==> src/rtl/cpu_perf_monitor_pkg.sv <==
// Shared definitions for the CPU performance monitor: FSM encoding and default event indices.
// Latency: n/a (types, constants and a helper function only).
// Backpressure: n/a.
package cpu_perf_monitor_pkg;

  // Run-control states; encodings are visible on the state port.
  typedef enum logic [2:0] {
    ST_IDLE  = 3'd0,
    ST_RUN   = 3'd1,
    ST_DRAIN = 3'd2,
    ST_DONE  = 3'd3,
    ST_HUNG  = 3'd4
  } state_t;

  // Default bit positions of the core's event strobes.
  localparam int EV_RETIRE    = 0;
  localparam int EV_STALL     = 1;
  localparam int EV_FLUSH     = 2;
  localparam int EV_BRANCH    = 3;
  localparam int EV_HALT      = 4;
  localparam int EV_BAD_OP    = 5;
  localparam int EV_BAD_FUNCT = 6;

  // Counting is only enabled while the core is running or draining after HALT.
  function automatic logic in_window(input state_t s);
    return (s == ST_RUN) || (s == ST_DRAIN);
  endfunction

endpackage

==> src/rtl/cpu_perf_monitor_mon_counter.sv <==
// One performance counter with clear, increment and either saturation or wrap with a sticky overflow flag.
// Latency: count updates one cycle after inc/clear.
// Backpressure: none; inc is accepted every cycle.
module mon_counter #(
  parameter int CNT_WIDTH = 32,
  parameter bit SATURATE  = 1'b1
) (
  input  logic                 clock,
  input  logic                 reset,
  input  logic                 clear,
  input  logic                 inc,
  output logic [CNT_WIDTH-1:0] count,
  output logic                 ovf
);

  localparam logic [CNT_WIDTH-1:0] ONE = CNT_WIDTH'(1);

  logic [CNT_WIDTH-1:0] r_count;
  logic                 r_ovf;
  logic                 w_at_max;

  assign w_at_max = &r_count;
  assign count    = r_count;
  assign ovf      = r_ovf;

  // Reset beats clear, clear beats a same-cycle increment.
  always_ff @(posedge clock) begin
    if (!reset) begin
      r_count <= '0;
      r_ovf   <= 1'b0;
    end else if (clear) begin
      r_count <= '0;
      r_ovf   <= 1'b0;
    end else if (inc) begin
      if (w_at_max) begin
        if (!SATURATE) begin
          r_count <= '0;
          r_ovf   <= 1'b1;
        end
      end else begin
        r_count <= r_count + ONE;
      end
    end
  end

endmodule

==> src/rtl/cpu_perf_monitor.sv <==
// Run-control FSM, retire watchdog and event counters for the pipelined CPU, with a registered read port.
// Latency: counters update one cycle after the event; read data is valid one cycle after rd_en.
// Backpressure: none; events and reads are accepted every cycle, back-to-back reads included.
module cpu_perf_monitor
  import cpu_perf_monitor_pkg::*;
#(
  parameter int NUM_EVENTS   = 8,
  parameter int CNT_WIDTH    = 32,
  parameter bit SATURATE     = 1'b1,
  parameter int HALT_EVENT   = EV_HALT,
  parameter int RETIRE_EVENT = EV_RETIRE,
  parameter int DRAIN_CYCLES = 4,
  parameter int WATCHDOG     = 256,
  parameter int SEL_W        = $clog2(NUM_EVENTS + 1)
) (
  input  logic                  clock,
  input  logic                  reset,
  input  logic                  start,
  input  logic                  clear,
  input  logic [NUM_EVENTS-1:0] event_i,
  input  logic                  rd_en,
  input  logic [SEL_W-1:0]      rd_sel,
  output logic [CNT_WIDTH-1:0]  rd_data,
  output logic                  rd_valid,
  output logic                  rd_err,
  output logic [NUM_EVENTS:0]   overflow,
  output logic [2:0]            state,
  output logic                  done,
  output logic                  hung
);

  localparam int WD_W = $clog2(WATCHDOG + 1);
  localparam int DR_W = (DRAIN_CYCLES > 1) ? $clog2(DRAIN_CYCLES) : 1;

  localparam logic [WD_W-1:0]  WD_LIMIT   = WD_W'(WATCHDOG);
  localparam logic [WD_W-1:0]  WD_ONE     = WD_W'(1);
  localparam logic [DR_W-1:0]  DRAIN_LAST = DR_W'(DRAIN_CYCLES - 1);
  localparam logic [DR_W-1:0]  DR_ONE     = DR_W'(1);
  localparam logic [SEL_W-1:0] SEL_MAX    = SEL_W'(NUM_EVENTS);

  state_t                r_state;
  state_t                w_state_nxt;
  logic [WD_W-1:0]       r_wdog;
  logic [WD_W-1:0]       w_wdog_inc;
  logic [DR_W-1:0]       r_drain;
  logic                  w_window;
  logic                  w_halt;
  logic                  w_retire;
  logic                  w_wdog_hit;
  logic [NUM_EVENTS:0]   w_inc;
  logic [NUM_EVENTS:0]   w_ovf;
  logic [CNT_WIDTH-1:0]  w_cnt [NUM_EVENTS+1];
  logic [CNT_WIDTH-1:0]  r_rd_data;
  logic                  r_rd_valid;
  logic                  r_rd_err;

  assign w_window   = in_window(r_state);
  assign w_halt     = event_i[HALT_EVENT];
  assign w_retire   = event_i[RETIRE_EVENT];
  assign w_wdog_inc = r_wdog + WD_ONE;
  // A retire in the limit cycle restarts the watchdog instead of tripping it.
  assign w_wdog_hit = !w_retire && (w_wdog_inc == WD_LIMIT);

  assign state    = r_state;
  assign done     = (r_state == ST_DONE);
  assign hung     = (r_state == ST_HUNG);
  assign overflow = w_ovf;
  assign rd_data  = r_rd_data;
  assign rd_valid = r_rd_valid;
  assign rd_err   = r_rd_err;

  // State register.
  always_ff @(posedge clock) begin
    if (!reset) r_state <= ST_IDLE;
    else        r_state <= w_state_nxt;
  end

  // Next-state logic; HALT is checked before the watchdog so a same-cycle collision drains.
  always_comb begin
    w_state_nxt = r_state;
    case (r_state)
      ST_IDLE:  if (start) w_state_nxt = ST_RUN;
      ST_RUN: begin
        if (w_halt)          w_state_nxt = ST_DRAIN;
        else if (w_wdog_hit) w_state_nxt = ST_HUNG;
      end
      ST_DRAIN: if (r_drain == DRAIN_LAST) w_state_nxt = ST_DONE;
      default:  w_state_nxt = r_state;
    endcase
  end

  // Watchdog: held at zero outside RUN so it is fresh on entry, restarted by every retire.
  always_ff @(posedge clock) begin
    if (!reset)                 r_wdog <= '0;
    else if (r_state != ST_RUN) r_wdog <= '0;
    else if (w_retire)          r_wdog <= '0;
    else                        r_wdog <= w_wdog_inc;
  end

  // Drain timer: counts cycles spent in DRAIN, zero elsewhere.
  always_ff @(posedge clock) begin
    if (!reset)                   r_drain <= '0;
    else if (r_state != ST_DRAIN) r_drain <= '0;
    else                          r_drain <= r_drain + DR_ONE;
  end

  // Counter bank: one per event, plus the cycle counter in the top slot.
  for (genvar g = 0; g <= NUM_EVENTS; g++) begin : g_cnt
    if (g < NUM_EVENTS) begin : g_ev
      assign w_inc[g] = w_window & event_i[g];
    end else begin : g_cyc
      assign w_inc[g] = w_window;
    end
    mon_counter #(
      .CNT_WIDTH (CNT_WIDTH),
      .SATURATE  (SATURATE)
    ) u_cnt (
      .clock (clock),
      .reset (reset),
      .clear (clear),
      .inc   (w_inc[g]),
      .count (w_cnt[g]),
      .ovf   (w_ovf[g])
    );
  end

  // Registered read port; data holds between reads, valid/err are single-cycle pulses.
  always_ff @(posedge clock) begin
    if (!reset) begin
      r_rd_data  <= '0;
      r_rd_valid <= 1'b0;
      r_rd_err   <= 1'b0;
    end else begin
      r_rd_valid <= 1'b0;
      r_rd_err   <= 1'b0;
      if (rd_en) begin
        if (rd_sel <= SEL_MAX) begin
          r_rd_data  <= w_cnt[rd_sel];
          r_rd_valid <= 1'b1;
        end else begin
          r_rd_data  <= '0;
          r_rd_err   <= 1'b1;
        end
      end
    end
  end

endmodule
==> config.mk <==
export PLATFORM = sky130hd
export DESIGN_NAME = cpu_perf_monitor
export DESIGN_NICKNAME = d
export VERILOG_FILES = /design/src/rtl/cpu_perf_monitor_pkg.sv /design/src/rtl/cpu_perf_monitor_mon_counter.sv /design/src/rtl/cpu_perf_monitor.sv
export SDC_FILE = /design/constraint.sdc
export NUM_CORES = 1
export LEC_CHECK = 0
export ABC_AREA = 1
export CAP_MARGIN = 20
export CORE_MARGIN = 3
export CORE_UTILIZATION = 41
export DETAILED_ROUTE_END_ITERATION = 10
export PLACE_DENSITY = 0.67
export SLEW_MARGIN = 20
export SYNTH_ARGS = -nofsm -noshare
export SYNTH_HDL_FRONTEND = slang
export SYNTH_SLANG_ARGS = --single-unit
==> constraint.sdc <==
create_clock -name clock -period 2.26 [get_ports clock]
set_input_delay 0.452 -clock clock [delete_from_list [all_inputs] [get_ports clock]]
set_output_delay 0.452 -clock clock [all_outputs]
set_load 0.02 [all_outputs]
Yosys cells after proc, flatten, opt, wreduce, memory -nomap -nowiden
Cells that the tools add are included.
- flip-flop bits (word level): 336
- bits of input ports: 17
- output and inout bits: 48
- logic and storage cells: 97
- add/subtract/negate cells: 11
- $lt $le $gt $ge: 2
- eq/ne operators: 11
- muxes and demuxes: 11
- bitwise operators: 19
- reductions and logical operators: 28
- operator list (operator ; count):
    32-bit by 1-bit adder with 32-bit output (second input constant) ; 9
    32-bit AND reduction ; 9
    32-bit binary-select mux with 4-bit select ; 1
    32-bit 2-to-1 mux ; 3
    2-bit AND reduction ; 10
    3-bit 2-to-1 mux ; 4
    1-bit inverter ; 10
    9-bit by 1-bit adder with 9-bit output (second input constant) ; 1
    9-bit equality test (second input constant) ; 1
    3-bit one-hot mux with 3 select lines ; 1
    1-bit bitwise AND ; 8
    3-bit by 2-bit equality test with 1-bit output (second input constant) ; 2
    5-bit greater-or-equal comparator (second input constant) ; 1
    4-bit inverter with 5-bit output ; 1
    4-bit less-or-equal comparator (second input constant) ; 1
    4-bit AND reduction ; 1
    2-bit OR reduction ; 2
    3-bit by 1-bit equality test with 1-bit output (second input constant) ; 1
    3-bit equality test (second input constant) ; 1
    3-bit zero test ; 1
    3-bit by 1-bit != test with 1-bit output (second input constant) ; 1
    3-bit by 2-bit != test with 1-bit output (second input constant) ; 1
    3-bit != test (second input constant) ; 1
    3-bit nonzero test ; 1
    9 further kinds ; 10

Longest topological paths before layout
- word-level depth: 6
- depth in mapped cells: 12
- mapped depth without buffers: 12

Hierarchy
From an unflattened synthesis, not the netlist that was laid out.
- cell total of the unflattened synthesis: 3814
- area total of the unflattened synthesis: 22057.4 µm²
- by module, submodules not included (module ; times used ; cells an instance ; area each (µm²) ; sequential area each (µm²)):
    mon_counter at g_cnt[0].u_cnt ... ; 8 ; 339 ; 1943.1 ; 640.6
    cpu_perf_monitor ; 1 ; 742 ; 4370.4 ; 960.9
    mon_counter at g_cnt[8].u_cnt ; 1 ; 360 ; 2142.1 ; 640.6

Worst setup path after synthesis
OpenSTA, ideal clock, no wires.
- kind: register -> register
- start: register g_cnt[7].u_cnt.r_count[1]
- end: register g_cnt[7].u_cnt.r_count[29]
- library setup time: 132 ps
- arrival: 1585 ps
- required time: 2128 ps
- setup slack: 543 ps
- cell stages (with the launch flop): 12
- buffers on the path: 1
- clock period less this slack: 1717 ps
- path through: dfxtp_1 > ha_1 > nand2_1 > nor2_1 > nand2_2 > nor2_2 > nand2_1 > nand2_4 > inv_4 > buf_2 > nand2_1 > a21oi_1
- word-level cells in the longest chain between the ends: 3
- elaborated cells on any way between the ends: 4
- those cells by class: add/sub (1); bitwise (1); reduce/logical (2)
- RTL lines (element ; line ; source):
    start: declaration ; cpu_perf_monitor_mon_counter.sv:18 ; logic [CNT_WIDTH-1:0] r_count;
    start signal: assignment ; cpu_perf_monitor_mon_counter.sv:41 ; r_count <= r_count + ONE;
    branches (longest 3 deep; another with 32-bit by 1-bit adder with 32-bit output) ; - ;
Several ways; the timed one is not identified.
A chain may end at the register's enable or synchronous reset.

Final worst setup path
- start: register r_rd_data[7] (netlist: rd_data[7])
- end: output port rd_data[7]
- RTL lines (element ; line ; source):
    start: declaration ; cpu_perf_monitor.sv:53 ; logic [CNT_WIDTH-1:0] r_rd_data;
    start signal: assignment ; cpu_perf_monitor.sv:138 ; r_rd_data <= w_cnt[rd_sel];
    end: declaration ; cpu_perf_monitor.sv:23 ; output logic [CNT_WIDTH-1:0] rd_data,
No word-level cell between the ends.

==> results.yml <==
sta:
  fin_crit_sh: 0.9724
  fin_skew_ps: 27.15
  rsz0062_at_grt: "no"
  setup_viol: 0
  tightest_slew_ps: 641.8
  finalHoldViolCount: 0
  slew_headroom: 0.5721
  period_needed_ps: 2198
  fin_hold_ws_ps: 427.0
  timing.fmax_ghz: 0.4550
  slew_viol_final: 0
power_and_ir_drop:
  p_comb_frac: 0.223
  swShare: 0.3336
  p_leak_nw: 8.698
  irDropWorstVdd_mv: 0.5251
  total_power_mw: 16.37
  p_int_mw: 10.91
  p_sw_mw: 5.462
  seq_power_share: 0.377
  p_per_area_nw_per_um2: 641.4
  p_clk_frac: 0.400
cells_and_area:
  syn2layout_area_growth_pct: 14.01
  num-fill-cells: 5751
  final_common_cell: "nand2_1"
  layout.nets: 3909
  drive_above_1_share: 0.06627
  final_cell_mix: "nand2_1 (1266), nor2_1 (510), inv_1 (362)"
run_status:
  outcome: "finished clean"
detailed_routing:
  drc: 0
  drt_iter0_drc: 2688
  avgViaCountPerCell: 5.406
  wl_um: 81880
  routedWlPerCell_um: 17.77
  vias: 24907
  final_antenna_net_count: 0
  drt_first_pass_iters: 6
worst_setup_path:
  path_class: "reg2out"
  max_stage_delay_ps: 670
  arrival_ps: 1750
  endpoint_kind: "output port"
  crit_path_max_fanout: 2
  critPathRequiredTime_ps: 1810
  crit_path_start_kind: "flop"
  cp_top_family: "buffers and inverters"
  path_buf_inv: 1
  crit_chain: "clkdlybuf4s50_1"
  worst_path_max_delay_cell: "clkdlybuf4s50_1"
clock_network:
  clockBufferDepth: 3
  cts_hold_buf: 0
  clkTransAtPathRegs_ps: 60
  htree_num_levels: 2
  cts_root_buf: "clkbuf_16"
  cts_tree: "built"
  cts_buffers: 41
  cts_setup_buffers: 0
  clkLatencyLatePin_ps: 590
  cts.sinks: 336
synth:
  yosysTopAreaCell: "dfxtp_1"
  ys_seq_elements: 336
  ys.flop_type: "dfxtp_1"
  async_reset_ff_frac: 0
  yosys.area.top_type_share: 0.3004
  syn_area_per_cell_sq_um: 5.900
  synth-edff-count: 0
  synth_cell_types: 43
  ys_warn_count: 0
  ys_top_cells_by_area: "dfxtp_1 (30%), nand2_1 (21%), nor2_1 (8.5%)"
  syn_inst: 3795
  synth_area_sq_um: 22390
  seq_area_frac_synth: 0.3004
global_route:
  grtUsageTotal: 0.2785
  grt_max_degree: 142
  grt_antenna_before_repair: 8
  grt.overflow.total: 0
  grt_pass1_vias: 21889
  grt_pass1_wl_um: 124900
floorplan:
  dieHeight_um: 239.7
  die_w_um: 239.7
  initial_core_util: 0.4153
  rows: 85
  ios: 65
  die_area_sq_um: 57450
  coreArea_sq_um: 53920
worst_hold_path:
  min_path_type: "reg2reg"
placement:
  hpwl_um: 63150
  gp_congestion: 0.9916
  io_buffers: 55
job:
  drv_cap: 0
[path summary, 6_finish.rpt]
| check | slack, ps | end | from | cells past startpoint |
|---|---|---|---|---|
| max | 60 | rd_data[7] | rd_data[7] | 1 |
| min | 430 | r_drain[0] | r_drain[0] | 1 |
| max reg2reg | 170 | g_cnt[7].u_cnt.count[13] | g_cnt[7].u_cnt.count[1] | 11 |
| min reg2reg | 430 | r_drain[0] | r_drain[0] | 1 |
[timing repair]
action	in CTS	in global routing
resized for setup	2	0
hold endpoints to repair	0	0
setup endpoints to repair	2	0
[stage by stage]
step                worst slack, ps  TNS [ps]  cells  cell area, sq um  utilization
floorplan                     542.7         0   3803             22420            -
global placement             -24.13    -24.13   4533             24240       0.4495
detailed placement           -12.46    -12.46   4533             24240       0.4495
CTS                           81.99         0   4604             25520       0.4733
global route                  14.61         0   4604             25520       0.4733
finish                        62.35         0   4607             25530       0.4734
[per-layer routing]
| layer | share of wire | track usage |
|---|---|---|
| met3 | 0.093 | 0.06298 |
| met4 | 0.051 | 0.1338 |
| met5 | 0.00084 | 0 |
| met2 | 0.43 | 0.4193 |
| met1 | 0.43 | 0.3764 |
[registers in the layout, summed over array words and instances (netlist names)]
| signal | cells |
|---|---|
| state | 3 |
| rd_valid | 1 |
| r_drain | 2 |
| r_wdog | 9 |
| rd_data | 32 |
| g_cnt.u_cnt.count | 288 |
| rd_err | 1 |
[power groups by stage]
stage	Sequential (mW)	Clock [mW]	Combinational, mW
2_1_floorplan	6.31	0	2.43
3_3_place_gp	6.30	0	3.62
3_5_place_dp	6.30	0	3.62
4_1_cts	6.17	6.65	3.63
5_1_grt	6.18	6.85	3.92
6_report	6.18	6.54	3.65
[area by class of cell]
class                      count  area (sq um)  share of cell area
sequential                   336          6726              0.2635
timing repair buffer         183          1764             0.06911
multi-input combinational   2940         13440              0.5266
clock buffer                  62          1207             0.04730
antenna                        3         7.507           0.0002941
inverter                     378          1431             0.05607
tap                          696         870.8             0.03411
clock inverter                 9         76.32            0.002990
[Yosys cell counts (10+ instances only)]
cell type,instances
a21oi_1,310
buf_2,14
buf_4,21
buf_6,23
clkbuf_1,82
dfxtp_1,336
ha_1,12
inv_1,363
inv_2,12
nand2_1,1266
nand3_1,204
nand3b_1,28
nand4_1,28
nor2_1,510
nor2_2,14
nor3_1,134
nor3_2,11
o2111ai_1,32
o211ai_1,34
o21ai_0,217
o21ai_1,10
xor2_1,72
[logic make-up after synthesis]
| group | Yosys count | share of synthesized area |
|---|---|---|
| adders and majority gates | 12 | 0.006705 |
| xor gates and xnor gates | 81 | 0.03168 |
| DFF | 336 | 0.3004 |
| other | 1 | 0.0001675 |
| and+or+nand+nor | 2227 | 0.4120 |
| AOI/OAI and AO/OA | 611 | 0.1482 |
| buffers and inverters | 527 | 0.1007 |
[worst register-to-register path, cell delays in order (launching register included)]
cell     delay, ps
dfxtp_1        420
ha_1           210
nand2_1         90
nor2_1         270
nand2_2        150
nor2_2         140
nand2_1        120
nand2_4        180
buf_12         190
o21ai_0        100
nand2_1         60
nor2_1          40
Power figures use the tool's default switching activity.
